--- src/rtl/fetch_unit_if.sv ---
// rtl/fetch_unit_if.sv - decode-side instruction stream between fetch and decode
interface fetch_unit_if #(
    parameter int ADDR_W = 5
);
    logic              out_valid;
    logic              out_ready;
    logic [31:0]       out_instr;
    logic [ADDR_W-1:0] out_pc;

    modport master (
        output out_valid,
        output out_instr,
        output out_pc,
        input  out_ready
    );

    modport slave (
        input  out_valid,
        input  out_instr,
        input  out_pc,
        output out_ready
    );
endinterface

--- src/rtl/fetch_unit.sv ---
// rtl/fetch_unit.sv - PC register and IF/ID stage; FETCH_STALL_CNT_EN adds a stall_cnt output
module fetch_unit #(
    parameter int                ADDR_W   = 5,
    parameter logic [ADDR_W-1:0] RESET_PC = '0
) (
    input  logic              clk,
    input  logic              rst,
    output logic [ADDR_W-1:0] imem_addr,
    input  logic [31:0]       imem_instr,
    input  logic              halt,
    input  logic              redirect_valid,
    input  logic [ADDR_W-1:0] redirect_pc,
`ifdef FETCH_STALL_CNT_EN
    output logic [15:0]       stall_cnt,
`endif
    fetch_unit_if.master      dec
);

    logic [ADDR_W-1:0] pc;
    logic              valid_q;
    logic [31:0]       instr_q;
    logic [ADDR_W-1:0] opc_q;
    logic              can_load;

    // The IF/ID register may be overwritten once its current content is gone or taken.
    assign can_load  = !valid_q || dec.out_ready;
    assign imem_addr = pc;

    assign dec.out_valid = valid_q;
    assign dec.out_instr = instr_q;
    assign dec.out_pc    = opc_q;

    always_ff @(posedge clk or posedge rst) begin
        if (rst) begin
            pc      <= RESET_PC;
            valid_q <= 1'b0;
            instr_q <= '0;
            opc_q   <= '0;
        end else if (redirect_valid) begin
            // Flush wins over everything, including an output the consumer is taking now.
            pc      <= redirect_pc;
            valid_q <= 1'b0;
        end else if (can_load) begin
            if (halt) begin
                valid_q <= 1'b0;
            end else begin
                instr_q <= imem_instr;
                opc_q   <= pc;
                valid_q <= 1'b1;
                pc      <= pc + 1'b1;
            end
        end
    end

`ifdef FETCH_STALL_CNT_EN
    logic [15:0] stall_q;

    always_ff @(posedge clk or posedge rst) begin
        if (rst) begin
            stall_q <= '0;
        end else if (valid_q && !dec.out_ready && (stall_q != 16'hFFFF)) begin
            stall_q <= stall_q + 16'd1;
        end
    end

    assign stall_cnt = stall_q;
`endif

endmodule

--- src/flat_wrapper.sv ---
// flat-port wrapper written by rule: the top's interface ports become plain ports
module fetch_unit_flat 
#(
    parameter int                ADDR_W   = 5,
    parameter logic [ADDR_W-1:0] RESET_PC = '0
)
  (clk, rst, imem_addr, imem_instr, halt, redirect_valid, redirect_pc, dec_out_valid, dec_out_instr, dec_out_pc, dec_out_ready);
  fetch_unit_if #(.ADDR_W(ADDR_W)) dec_i ();
  input  logic clk;
  input  logic rst;
  output logic [ADDR_W-1:0] imem_addr;
  input  logic [31:0] imem_instr;
  input  logic halt;
  input  logic redirect_valid;
  input  logic [ADDR_W-1:0] redirect_pc;
  output wire logic [$bits(dec_i.out_valid)-1:0] dec_out_valid;
  output wire logic [$bits(dec_i.out_instr)-1:0] dec_out_instr;
  output wire logic [$bits(dec_i.out_pc)-1:0] dec_out_pc;
  input wire logic [$bits(dec_i.out_ready)-1:0] dec_out_ready;
  assign dec_out_valid = dec_i.out_valid;
  assign dec_out_instr = dec_i.out_instr;
  assign dec_out_pc = dec_i.out_pc;
  assign dec_i.out_ready = dec_out_ready;
  fetch_unit #(.ADDR_W(ADDR_W), .RESET_PC(RESET_PC)) u_core (.clk(clk), .rst(rst), .imem_addr(imem_addr), .imem_instr(imem_instr), .halt(halt), .redirect_valid(redirect_valid), .redirect_pc(redirect_pc), .dec(dec_i));
endmodule
--- config.mk ---
export PLATFORM = sky130hd
export DESIGN_NAME = fetch_unit_flat
export DESIGN_NICKNAME = d
export VERILOG_FILES = /design/src/rtl/fetch_unit_if.sv /design/src/rtl/fetch_unit.sv /design/src/flat_wrapper.sv
export SDC_FILE = /design/constraint.sdc
export NUM_CORES = 1
export LEC_CHECK = 0
export ABC_AREA = 1
export ABC_CLOCK_PERIOD_IN_PS = 1500
export CORE_ASPECT_RATIO = 1.5
export CORE_UTILIZATION = 36
export DETAILED_ROUTE_END_ITERATION = 8
export GPL_TIMING_DRIVEN = 0
export PLACE_DENSITY = 0.75
export SLEW_MARGIN = 10
export SYNTH_ARGS = -nofsm -noshare
export SYNTH_HDL_FRONTEND = slang
export SYNTH_SLANG_ARGS = --single-unit
export TNS_END_PERCENT = 1
--- constraint.sdc ---
create_clock -name clk -period 1.5 [get_ports clk]
set_input_delay 0.45 -clock clk [delete_from_list [all_inputs] [get_ports clk]]
set_output_delay 0.45 -clock clk [all_outputs]
set_load 0.005 [all_outputs]
==> metrics.csv <==
stage;metric;value;unit
layout;area_delta_synth_final;58.42;%
synth;avgSynthCellArea;8.577;sq um
layout;finalNonFillerCells;368;
global_route;grt_start_max_net_pins;25;
synth;synthCells;207;
critical_path;worstSetupPathType;flip-flop to primary output;
critical_path;cp-start-kind;flip-flop;
drt;post_drt_wl_per_cell;11.61;microns
global_route;grt_overflow;0;
sta;fin_hold_ws;0.4746;ns
global_route;grt_pass1_vias;1515;
drt;dr.first_iter.drc_count;55;
critical_path;cp_num_buf_inv;1;
placement;io_buffers;84;
sta;setup_viol;0;
sta;fin_crit;1.420;ns
die;rows;30;
synth;yosysSeqAreaShare;60.61;%
synth;synth_nets;250;
critical_path;cp.required;1.05;ns
die;die_h;88.01;microns
drt;ant_nets;0;
sta;finalHoldViolCount;0;
sta;tightest_slew;0.4612;ns
cts;path_clk_slew;0.08;ns
global_route;grt_pass1_wl;6755;microns
drt;routed_wl;4271;microns
critical_path;crit_path_max_incr_delay;0.41;ns
drt;via_count;1617;
placement;dp.final_hpwl;3155;microns
cts;cts_sinks;43;
layout;postLayoutCoreUtil;60.92;%
die;start_util;38.46;%
critical_path;crit_arrival;0.97;ns
power_and_ir_drop;irDropWorstVdd;0.5941;mV
cts;clk_path_buf_depth;2;
drt;drc_errors;0;
drt;via_per_inst;4.394;
critical_path;cp_max_fo;4;
global_route;track_usage;17.42;%
critical_path;crit_slowest_cell;dfrtp_1;
cts;ctsRootBufferMaster;clkbuf_8;
layout;seq_area;1076;sq um
power_and_ir_drop;p_leak;1.530;nW
power_and_ir_drop;powerDensity;1075;nW/um^2
placement;dp_worst_setup_slack;-0.2475;ns
synth;netlist_area;1775;sq um
cts;cts_tree;yes;
critical_path;crit_path_end_kind;primary output;
drt;drt_first_pass_iters;4;
die;core_area;4617;sq um
layout;multi_input_area;599.3;sq um
sta;rsz0062_at_grt;no;
die;dieArea;5223;sq um
run;drv_cap;0;
cts;clk_latency;0.29;ns
critical_path;cp_cell_sequence;dlygate4sd2_1;
hold_path;hold_path.class;flip-flop to flip-flop;
sta;clock.fmax;704.0;MHz
layout;design_area;2813;sq um
sta;period_share;94.69;%
synth;ys_types;18;
outcome;status;completed;
critical_path;cp_top_family;flip-flops;
cts;cts_max_level;2;
die;io-pin-count;85;
sta;max-slew-margin-rel;69.21;%
sta;setup_ws;0.07963;ns
layout;diodes;0;
layout;nets;347;
sta;clock_skew;0.007937;ns
placement;finalWeightedCongestion;0.7029;
sta;maxSlewViolCount;0;
synth;synth-seq-cells;43;
die;die_w;59.34;microns
layout;drive_gt1_share;7.895;%
layout;fillCellCount;461;
placement;placed_area;2724;sq um
cts;cts-buffers-inserted;5;
synth;yosysWarningCount;0;
placement;place_inst;356;
global_route;grt_antenna_before_repair;0;
[sequential cells by signal (all words and copies together), names as in the netlist]
signal,flops
u_core.imem_addr,5
u_core.dec.out_pc,5
u_core.dec.out_instr,32
u_core.dec.out_valid,1
[per-layer routing]
| metal | track usage, % | up-vias | share of wire (%) |
|---|---|---|---|
| li1 | - | 823 | - |
| met1 | 18.84 | 741 | 41 |
| met2 | 31.66 | 48 | 52 |
| met3 | 5.022 | 5 | 5.4 |
| met4 | 5.844 | 0 | 1.4 |
| met5 | 0 | - | 0 |
[worst reg2reg max path: stages (launching register included)]
cell and delay [ns]:
dfrtp_1 0.39, buf_4 0.16, ha_1 0.24, xor2_1 0.15
nand2_1 0.08, nand3_1 0.06
[where the power goes]
group / leakage [nW] / switching, mW / total, mW / internal [mW]
logic: 0.946 / 0.330 / 0.743 / 0.412
clock network: 0.0513 / 0.364 / 0.852 / 0.488
registers: 0.532 / 0.0910 / 1.43 / 1.34
total: 1.53 / 0.785 / 3.02 / 2.24
[metrics by stage]
stage | TNS [ns] | power (mW)
after floorplan | 0 | 1.753
after global placement | -45.37 | 2.282
after detailed placement | -8.989 | 2.316
after CTS | 0 | 3.067
after global routing | 0 | 3.207
final | 0 | 3.025
[cell type report]
class	instances	area share, %
sequential	43	38.26
timing repair buffer	90	30.38
multi-input combinational	146	21.31
tap	64	2.847
clock buffer	6	2.580
buffer	8	2.135
inverter	10	1.423
clock inverter	1	1.068
[final timing paths]
| path | start | to | slack, ns | depth (start not counted) |
|---|---|---|---|---|
| min in group asynchronous | rst | u_core.dec.out_pc[2] | 0.50 | 2 |
| setup reg to reg | u_core.imem_addr[0] | u_core.imem_addr[2] | 0.32 | 5 |
| max in group asynchronous | rst | u_core.dec.out_valid | 0.53 | 3 |
| hold reg to reg | u_core.dec.out_instr[15] | u_core.dec.out_instr[15] | 0.47 | 2 |
| setup / recovery | u_core.imem_addr[4] | imem_addr[4] | 0.08 | 1 |
| hold / removal | u_core.dec.out_instr[15] | u_core.dec.out_instr[15] | 0.47 | 2 |
[cell families (layout without fill, tap and decap cells)]
family	after synthesis	after routing	share of synthesized area, %
and+or+nand+nor	137	137	30.58
DFF	43	43	60.61
buffers and inverters	18	115	5.637
AOI/OAI and AO/OA	7	7	1.973
adders and majority gates	1	1	0.7046
xor gates and xnor gates	1	1	0.4934
[Yosys cell counts]
cell | number | area share [%]
nand2_1 | 123 | 26
o21ai_0 | 1 | 0.28
nand3_1 | 6 | 1.7
inv_4 | 1 | 0.35
buf_2 | 3 | 0.85
nand2_2 | 1 | 0.35
nor2_1 | 4 | 0.85
buf_6 | 3 | 1.9
clkbuf_1 | 1 | 0.21
inv_2 | 1 | 0.21
dfrtp_1 | 43 | 61
xor2_1 | 1 | 0.49
ha_1 | 1 | 0.70
o21ai_1 | 6 | 1.7
nand3_4 | 1 | 0.99
buf_4 | 1 | 0.42
nand4_1 | 2 | 0.70
inv_1 | 8 | 1.7
[placed cells by master (no fill, tap or decap)]
cell type and count:
buf_16 1, buf_2 3, buf_4 6, buf_6 3, bufinv_16 1, clkbuf_1 2
clkbuf_8 5, clkdlybuf4s50_1 40, dfrtp_1 43, dlygate4sd2_1 43, dlymetal6s2s_1 1, ha_1 1
inv_1 7, inv_2 2, inv_4 1, nand2_1 123, nand2_2 1, nand3_1 6
nand3_4 1, nand4_1 2, nor2_1 4, o21ai_0 1, o21ai_1 6, xor2_1 1
[what timing repair did]
item,4_1_cts,5_1_grt
endpoints found under the setup margin,43,34
setup buffers,3,2
endpoints found under the hold margin,0,0
hold buffers,0,0
gates resized for setup,43,1
Power figures use the tool's default switching activity.
